==> src/rtl/muldiv_sequencer_pkg.sv <==
// ============================================================================
// Module      : mext_pkg
// Description : Shared M-extension opcodes, sequencer state encoding, XLEN.
// Revision    : 1.0 - initial release
// ============================================================================
`default_nettype none

package mext_pkg;

    localparam int XLEN = 32;

    // Opcodes shared with the control unit
    localparam logic [4:0] c_OP_MUL    = 5'b01000;
    localparam logic [4:0] c_OP_MULH   = 5'b01001;
    localparam logic [4:0] c_OP_MULHU  = 5'b01010;
    localparam logic [4:0] c_OP_MULHSU = 5'b01011;
    localparam logic [4:0] c_OP_DIV    = 5'b01100;
    localparam logic [4:0] c_OP_DIVU   = 5'b01101;
    localparam logic [4:0] c_OP_REM    = 5'b01110;
    localparam logic [4:0] c_OP_REMU   = 5'b01111;

    typedef enum logic [2:0] {
        S_IDLE     = 3'd0,
        S_MUL_WAIT = 3'd1,
        S_DIV_ITER = 3'd2,
        S_DIV_FIX  = 3'd3,
        S_DONE     = 3'd4
    } state_t;

    function automatic logic is_mop(input logic [4:0] op);
        return op[4:3] == 2'b01;
    endfunction

endpackage

`default_nettype wire

==> src/rtl/muldiv_sequencer_if.sv <==
// ============================================================================
// Module      : muldiv_sequencer_if
// Description : EX-stage <-> multiply/divide sequencer handshake bundle.
// Revision    : 1.0 - initial release
// ============================================================================
`default_nettype none

interface muldiv_sequencer_if #(
    parameter int XLEN = mext_pkg::XLEN
);
    logic            START;
    logic [4:0]      ALU_OPCODE;
    logic [XLEN-1:0] OPERAND1;
    logic [XLEN-1:0] OPERAND2;
    logic            FLUSH;
    logic            STALL;
    logic            BUSY;
    logic [XLEN-1:0] RESULT;
    logic            RESULT_VALID;

    modport master (
        output START, ALU_OPCODE, OPERAND1, OPERAND2, FLUSH,
        input  STALL, BUSY, RESULT, RESULT_VALID
    );

    modport slave (
        input  START, ALU_OPCODE, OPERAND1, OPERAND2, FLUSH,
        output STALL, BUSY, RESULT, RESULT_VALID
    );
endinterface

`default_nettype wire

==> src/rtl/muldiv_sequencer_divider_core.sv <==
// ============================================================================
// Module      : divider_core
// Description : Unsigned restoring divider, one quotient bit per step.
// Revision    : 1.0 - initial release
// ============================================================================
`default_nettype none

module divider_core #(
    parameter int WIDTH = 32
) (
    input  wire logic             clk,
    input  wire logic             rst,
    input  wire logic             i_load,
    input  wire logic             i_step,
    input  wire logic [WIDTH-1:0] i_dividend,
    input  wire logic [WIDTH-1:0] i_divisor,
    output logic      [WIDTH-1:0] o_quotient,
    output logic      [WIDTH-1:0] o_remainder
);

    logic [WIDTH-1:0] r_quo;
    logic [WIDTH-1:0] r_rem;
    logic [WIDTH-1:0] r_div;
    logic [WIDTH:0]   w_shift;
    logic [WIDTH:0]   w_diff;
    logic             w_fits;

    // The dividend is shifted out of the quotient register as quotient bits fill in
    assign w_shift = {r_rem, r_quo[WIDTH-1]};
    assign w_diff  = w_shift - {1'b0, r_div};
    assign w_fits  = !w_diff[WIDTH];

    always_ff @(posedge clk or posedge rst) begin
        if (rst) begin
            r_quo <= '0;
            r_rem <= '0;
            r_div <= '0;
        end else if (i_load) begin
            r_quo <= i_dividend;
            r_rem <= '0;
            r_div <= i_divisor;
        end else if (i_step) begin
            r_quo <= {r_quo[WIDTH-2:0], w_fits};
            r_rem <= w_fits ? w_diff[WIDTH-1:0] : w_shift[WIDTH-1:0];
        end
    end

    assign o_quotient  = r_quo;
    assign o_remainder = r_rem;

endmodule

`default_nettype wire

==> src/rtl/muldiv_sequencer.sv <==
// ============================================================================
// Module      : muldiv_sequencer
// Description : Multi-cycle RV32M sequencer: registered multiply, 32-step divide.
// Revision    : 1.0 - initial release
// ============================================================================
`default_nettype none

module muldiv_sequencer #(
    parameter int XLEN      = mext_pkg::XLEN,
    parameter int DIV_STEPS = XLEN
) (
    input  wire logic         CLK,
    input  wire logic         RESET,
    muldiv_sequencer_if.slave bus
);
    import mext_pkg::*;

    localparam int                 c_CNT_W    = $clog2(DIV_STEPS);
    localparam logic [c_CNT_W-1:0] c_CNT_INIT = c_CNT_W'(DIV_STEPS - 1);
    localparam logic [XLEN-1:0]    c_MIN_NEG  = {1'b1, {(XLEN-1){1'b0}}};

    state_t               r_state, w_state_next;
    logic [2:0]           r_func;
    logic [XLEN-1:0]      r_op1, r_op2, r_result;
    logic [c_CNT_W-1:0]   r_count;
    logic                 r_div_zero, r_div_ovf, r_q_neg, r_r_neg;

    logic                 w_accept, w_is_mul, w_is_sdiv, w_div_zero, w_div_ovf;
    logic                 w_load, w_step, w_load_result, w_stall, w_valid;
    logic [XLEN-1:0]      w_mag1, w_mag2, w_quo, w_rem, w_result_next;
    logic                 w_a_ext, w_b_ext;
    logic [2*XLEN-1:0]    w_mul_a, w_mul_b, w_prod;

    assign w_accept   = bus.START && is_mop(bus.ALU_OPCODE) && !bus.FLUSH && (r_state == S_IDLE);
    assign w_is_mul   = !bus.ALU_OPCODE[2];
    assign w_is_sdiv  = !bus.ALU_OPCODE[0];
    assign w_div_zero = (bus.OPERAND2 == '0);
    assign w_div_ovf  = w_is_sdiv && (bus.OPERAND1 == c_MIN_NEG) && (bus.OPERAND2 == '1);
    assign w_mag1     = (w_is_sdiv && bus.OPERAND1[XLEN-1]) ? -bus.OPERAND1 : bus.OPERAND1;
    assign w_mag2     = (w_is_sdiv && bus.OPERAND2[XLEN-1]) ? -bus.OPERAND2 : bus.OPERAND2;

    always_ff @(posedge CLK or posedge RESET) begin
        if (RESET) r_state <= S_IDLE;
        else       r_state <= w_state_next;
    end

    always_comb begin
        w_state_next  = r_state;
        w_load        = 1'b0;
        w_step        = 1'b0;
        w_load_result = 1'b0;
        w_stall       = 1'b0;
        w_valid       = 1'b0;
        case (r_state)
            S_IDLE: begin
                if (w_accept) begin
                    w_stall = 1'b1;
                    w_load  = !w_is_mul;
                    if (w_is_mul)                     w_state_next = S_MUL_WAIT;
                    else if (w_div_zero || w_div_ovf) w_state_next = S_DIV_FIX;
                    else                              w_state_next = S_DIV_ITER;
                end
            end
            S_MUL_WAIT: begin
                w_stall = 1'b1;
                if (bus.FLUSH) w_state_next = S_IDLE;
                else begin
                    w_load_result = 1'b1;
                    w_state_next  = S_DONE;
                end
            end
            S_DIV_ITER: begin
                w_stall = 1'b1;
                if (bus.FLUSH) w_state_next = S_IDLE;
                else begin
                    w_step = 1'b1;
                    if (r_count == '0) w_state_next = S_DIV_FIX;
                end
            end
            S_DIV_FIX: begin
                w_stall = 1'b1;
                if (bus.FLUSH) w_state_next = S_IDLE;
                else begin
                    w_load_result = 1'b1;
                    w_state_next  = S_DONE;
                end
            end
            S_DONE: begin
                // Completion is already committed, so FLUSH cannot cancel it
                w_valid      = 1'b1;
                w_state_next = S_IDLE;
            end
            default: w_state_next = S_IDLE;
        endcase
    end

    // Operands are extended to 2*XLEN so one unsigned multiply covers all sign modes
    assign w_a_ext = ((r_func == c_OP_MULH[2:0]) || (r_func == c_OP_MULHSU[2:0])) && r_op1[XLEN-1];
    assign w_b_ext = (r_func == c_OP_MULH[2:0]) && r_op2[XLEN-1];
    assign w_mul_a = {{XLEN{w_a_ext}}, r_op1};
    assign w_mul_b = {{XLEN{w_b_ext}}, r_op2};
    assign w_prod  = w_mul_a * w_mul_b;

    always_comb begin
        w_result_next = '0;
        if (!r_func[2]) begin
            w_result_next = (r_func[1:0] == 2'b00) ? w_prod[XLEN-1:0] : w_prod[2*XLEN-1:XLEN];
        end else if (r_div_zero) begin
            w_result_next = r_func[1] ? r_op1 : '1;
        end else if (r_div_ovf) begin
            w_result_next = r_func[1] ? '0 : c_MIN_NEG;
        end else if (r_func[1]) begin
            w_result_next = r_r_neg ? -w_rem : w_rem;
        end else begin
            w_result_next = r_q_neg ? -w_quo : w_quo;
        end
    end

    always_ff @(posedge CLK or posedge RESET) begin
        if (RESET) begin
            r_func     <= '0;
            r_op1      <= '0;
            r_op2      <= '0;
            r_count    <= '0;
            r_div_zero <= 1'b0;
            r_div_ovf  <= 1'b0;
            r_q_neg    <= 1'b0;
            r_r_neg    <= 1'b0;
            r_result   <= '0;
        end else begin
            if (w_accept) begin
                r_func     <= bus.ALU_OPCODE[2:0];
                r_op1      <= bus.OPERAND1;
                r_op2      <= bus.OPERAND2;
                r_count    <= c_CNT_INIT;
                r_div_zero <= w_div_zero;
                r_div_ovf  <= w_div_ovf;
                r_q_neg    <= w_is_sdiv && (bus.OPERAND1[XLEN-1] ^ bus.OPERAND2[XLEN-1]);
                r_r_neg    <= w_is_sdiv && bus.OPERAND1[XLEN-1];
            end else if (w_step) begin
                r_count <= r_count - c_CNT_W'(1);
            end
            if (w_load_result) r_result <= w_result_next;
        end
    end

    divider_core #(.WIDTH(XLEN)) u_divider_core (
        .clk         (CLK),
        .rst         (RESET),
        .i_load      (w_load),
        .i_step      (w_step),
        .i_dividend  (w_mag1),
        .i_divisor   (w_mag2),
        .o_quotient  (w_quo),
        .o_remainder (w_rem)
    );

    assign bus.STALL        = w_stall;
    assign bus.BUSY         = (r_state != S_IDLE);
    assign bus.RESULT       = r_result;
    assign bus.RESULT_VALID = w_valid;

endmodule

`default_nettype wire

==> src/flat_wrapper.sv <==
// flat-port wrapper written by rule: the top's interface ports become plain ports
module muldiv_sequencer_flat import mext_pkg::*;
#(
    parameter int XLEN      = mext_pkg::XLEN,
    parameter int DIV_STEPS = XLEN
)
  (CLK, RESET, bus_START, bus_ALU_OPCODE, bus_OPERAND1, bus_OPERAND2, bus_FLUSH, bus_STALL, bus_BUSY, bus_RESULT, bus_RESULT_VALID);
  muldiv_sequencer_if #(.XLEN(XLEN)) bus_i ();
  input  wire logic CLK;
  input  wire logic RESET;
  input wire logic [$bits(bus_i.START)-1:0] bus_START;
  input wire logic [$bits(bus_i.ALU_OPCODE)-1:0] bus_ALU_OPCODE;
  input wire logic [$bits(bus_i.OPERAND1)-1:0] bus_OPERAND1;
  input wire logic [$bits(bus_i.OPERAND2)-1:0] bus_OPERAND2;
  input wire logic [$bits(bus_i.FLUSH)-1:0] bus_FLUSH;
  output wire logic [$bits(bus_i.STALL)-1:0] bus_STALL;
  output wire logic [$bits(bus_i.BUSY)-1:0] bus_BUSY;
  output wire logic [$bits(bus_i.RESULT)-1:0] bus_RESULT;
  output wire logic [$bits(bus_i.RESULT_VALID)-1:0] bus_RESULT_VALID;
  assign bus_i.START = bus_START;
  assign bus_i.ALU_OPCODE = bus_ALU_OPCODE;
  assign bus_i.OPERAND1 = bus_OPERAND1;
  assign bus_i.OPERAND2 = bus_OPERAND2;
  assign bus_i.FLUSH = bus_FLUSH;
  assign bus_STALL = bus_i.STALL;
  assign bus_BUSY = bus_i.BUSY;
  assign bus_RESULT = bus_i.RESULT;
  assign bus_RESULT_VALID = bus_i.RESULT_VALID;
  muldiv_sequencer #(.XLEN(XLEN), .DIV_STEPS(DIV_STEPS)) u_core (.CLK(CLK), .RESET(RESET), .bus(bus_i));
endmodule
==> config.mk <==
export PLATFORM = sky130hd
export DESIGN_NAME = muldiv_sequencer_flat
export DESIGN_NICKNAME = d
export VERILOG_FILES = /design/src/rtl/muldiv_sequencer_pkg.sv /design/src/rtl/muldiv_sequencer_if.sv /design/src/rtl/muldiv_sequencer_divider_core.sv /design/src/rtl/muldiv_sequencer.sv /design/src/flat_wrapper.sv
export SDC_FILE = /design/constraint.sdc
export NUM_CORES = 2
export LEC_CHECK = 0
export BUFFER_PORTS_ARGS = -buffer_cell sky130_fd_sc_hd__buf_2
export CORE_ASPECT_RATIO = 0.9
export CORE_MARGIN = 8
export CORE_UTILIZATION = 60
export CTS_CLUSTER_DIAMETER = 80
export CTS_CLUSTER_SIZE = 8
export DETAILED_ROUTE_END_ITERATION = 7
export PLACE_DENSITY = 0.8
export SKIP_LAST_GASP = 1
export SLEW_MARGIN = 20
export SYNTH_ARGS = -nofsm -noshare
export SYNTH_HDL_FRONTEND = slang
export SYNTH_SLANG_ARGS = --single-unit
==> constraint.sdc <==
create_clock -name CLK -period 8.4 [get_ports CLK]
set_input_delay 1.26 -clock CLK [delete_from_list [all_inputs] [get_ports CLK]]
set_output_delay 1.26 -clock CLK [all_outputs]
set_load 0.02 [all_outputs]
==> metrics.txt <==
outcome finished clean; CTS tree done; initial antenna violation count 9; first-pass GRT wire length 246 mm; worst slew pin tran about 1.1 ns; Detail Placement HPWL between 100 and 150 mm; crit-path max cell delay 0.91 ns; worst path arrival time around 8.6 ns; initial cell density of the core 60.4%; CTS H-tree lvls 1; largest net degree at the start of global routing between 90 and 100; critical path's top delay family adder cells; Area growth, synth to finish 6.88%; vias in the first global route 44,400; Final setup viols 0; fmax approximately 120 MHz; CTS Root Cell clkbuf_16; DR WL/cell ~22 um; FF+latch area between 5000 and 6000 um2; Core Area around 86,000 um2; Die Wd 326 um; DRT Pass-1 Iters 8; Max transition margin between 20% and 30%; EDFF count, synth 0; Synth cell types 76; cell area after synthesis 51,800 um2; Total GRT Usage 32.6%; clock-pin slew of the registers on the worst-case setup and hold paths approximately 0.05 ns; Multi-input gate area 40,700 um2; number of synthesized register bits between 200 and 250; Worst path slowest cell dfrtp_1; Yosys warning count 0; fin nets approximately 7,400; worst hold path class reg -> reg; crit path cell chain nand2_1 > fa_1 > inv_1 > fa_1 > fa_1 > fa_1 > inv_1 > fa_1 > fa_1 > fa_1 > inv_1 > fa_1 > ha_1 > nand4_1 > or3_1 > a221o_1 > a21oi_1 > a211oi_2 > o31a_1 > a21oi_1 > buf_4 > a21oi_1 > xor2_1 > a21oi_1; Die Area around 96,000 um2; sequential share of the synthesized area roughly a tenth; Vias 42,000; Final Slew Violations 0; Fillers approximately 7,100; Setup Skew between 0.015 and 0.02 ns; Routed WL 154 mm; Antenna Nets Post-Route 0; row count 102; CP required just under 9 ns; cts bufs inserted 29; Area contributors post-synth fa_1, dfrtp_1, inv_1, nand2_1, ha_1; Critical Path Sink Type flip-flop; Post-synth top flop dfrtp_1; final hold violations 0; Yosys top cell area share 43.5%; Ports 108; Port Buffers 107; RSZ-0062 raised after global routing yes; Crit. Startpoint u_core.r_op2[21]; async set-reset flop share out of synthesis between 90% and 100%; maxcap violations 0; Buf/Inv on CP 4; Sum Neg Setup Slack 0 ns; layout cells sized above 1 under 10%; vias per std cell roughly 5.9; 1st-iter DRT viols 4,018; Critical Path Start Type flip-flop; synthesized area per cell 8.68 um2; CP dominant cell by count fa_1; post-synthesis cell count between 5,000 and 6,000; CP max FO 13; Tmin final ~8 ns; Post-Synthesis Net Count between 7,000 and 8,000; critical path class reg -> reg; GPL Wtd Cong between 1 and 1.5; die height around 300 um; hold path start u_core.bus.RESULT[12]; worst flop-to-flop path startpoint u_core.r_op2[21]; fin crit share a little over nine tenths; worst skew pair latency 0.56 ns; cell taking the most area after synthesis fa_1; clock sink count just over 200; final global-route overflow total 0; DRC Markers 0; deepest clock path buffer count 3
path summary, 6_finish.rpt:
check / depth (start not counted) / endpoint / slack, ns
setup / recovery: 24 / u_core.bus.RESULT[29] / 0.22
hold / removal: 2 / u_core.bus.RESULT[12] / 0.47
setup reg to reg: 24 / u_core.bus.RESULT[29] / 0.22
hold reg to reg: 2 / u_core.bus.RESULT[12] / 0.47
max in group asynchronous: 3 / u_core.r_op2[25] / 6.28
min in group asynchronous: 2 / u_core.u_divider_core.r_div[8] / 0.75
state kept, by name, summed over array words and instances (netlist names), 3 cells and up:
| name | flops |
|---|---|
| u_core.bus.RESULT | 32 |
| u_core.r_count | 5 |
| u_core.r_func | 3 |
| u_core.r_op1 | 32 |
| u_core.r_op2 | 32 |
| u_core.r_state | 3 |
| u_core.u_divider_core.o_quotient | 32 |
| u_core.u_divider_core.o_remainder | 32 |
| u_core.u_divider_core.r_div | 32 |
layer usage:
layer	share of wire (%)	GRT usage, %	vias to the layer above
li1	-	-	18000
met1	38	42.7	21200
met2	45	50.8	2236
met3	10	7.39	513
met4	6.6	17.0	2
met5	0.038	0.455	-
stage by stage:
stage	instance area, um2	hold WS (ns)	setup slack, ns	utilization (%)	cells
floorplan	51900	0.450	0.0268	-	5975
detailed placement	54600	0.465	0.0522	63.6	7099
global route	55400	0.499	0.00243	64.6	7138
CTS	55300	0.477	0.0000453	64.5	7130
finish	55400	0.473	0.218	64.6	7139
global placement	54600	0.458	0.237	63.6	7099
cell families (layout without fill, tap and decap cells):
family | count (synthesis) | in the layout | share of synthesized area, %
other | 0 | 7 | 0
AND/OR/NAND/NOR | 1830 | 1830 | 15.9
multiplexers | 31 | 31 | 0.606
adder cells (fa/ha/maj) | 1377 | 1377 | 49.5
AO/OA/AOI/OAI | 711 | 711 | 8.66
XOR/XNOR | 216 | 216 | 3.65
buffers and inverters | 1603 | 1616 | 11.6
flip-flops | 207 | 207 | 9.99
placed cells by master (no fill, tap or decap), types with 13 or more instances in the layout:
master     netlist  routed
a211oi_1        22      21
a21o_1          44      44
a21oi_1        156     155
a22oi_1         33      33
a31oi_1         18      18
and2_1         311     310
and3_1          22      22
buf_12           0      23
buf_2            4     107
buf_4            2     222
clkbuf_16        0      29
dfrtp_1        207     192
dfrtp_2          0      14
fa_1          1126    1122
ha_1           251     250
inv_1         1230    1228
mux2i_1         28      28
nand2_1       1145    1143
nand2b_1        19      19
nand3_1         25      25
nand4_1         30      30
nor2_1         135     133
nor2b_1         20      17
nor3_1          43      42
nor4_1          17      17
o211ai_1        29      29
o21a_1          18      18
o21ai_0        239     238
o21bai_1        19      19
o221ai_1        14      14
o31ai_1         26      26
or2_2           13      13
xnor2_1        127     127
xor2_1          89      89
synth_stat cells, types with 19 or more instances:
master    number
and3_1        22
nand4_1       30
and2_1       311
a22oi_1       33
clkbuf_1     364
nand2b_1      19
o31ai_1       26
ha_1         251
a211oi_1      22
nand3_1       25
dfrtp_1      207
nor2_1       135
o211ai_1      29
inv_1       1230
o21ai_0      239
a21oi_1      156
mux2i_1       28
nand2_1     1145
nor3_1        43
a21o_1        44
fa_1        1126
xnor2_1      127
nor2b_1       20
xor2_1        89
o21bai_1      19
layout make-up:
type | instances | area share (%)
Timing Repair Buffer | 354 | 4.85
Clock buffer | 31 | 1.32
Sequential cell | 207 | 9.39
Tap cell | 1144 | 2.58
Multi-Input combinational cell | 4165 | 73.5
Antenna cell | 7 | 0.0316
Inverter | 1231 | 8.36
worst min-delay path, cell delays in order, from the launching register on:
cell     delay, ns
dfrtp_1       0.34
nand2_1       0.05
o21ai_0       0.06
repair_timing:
action / in CTS / in global routing
setup buffers: 0 / 2
gates resized for setup: 0 / 30
hold buffers: 0 / 0
endpoints found under the setup margin: 0 / 21
Power is not shown: default switching activity piles up to over one toggle a cycle in this logic, so the estimate is an artifact.
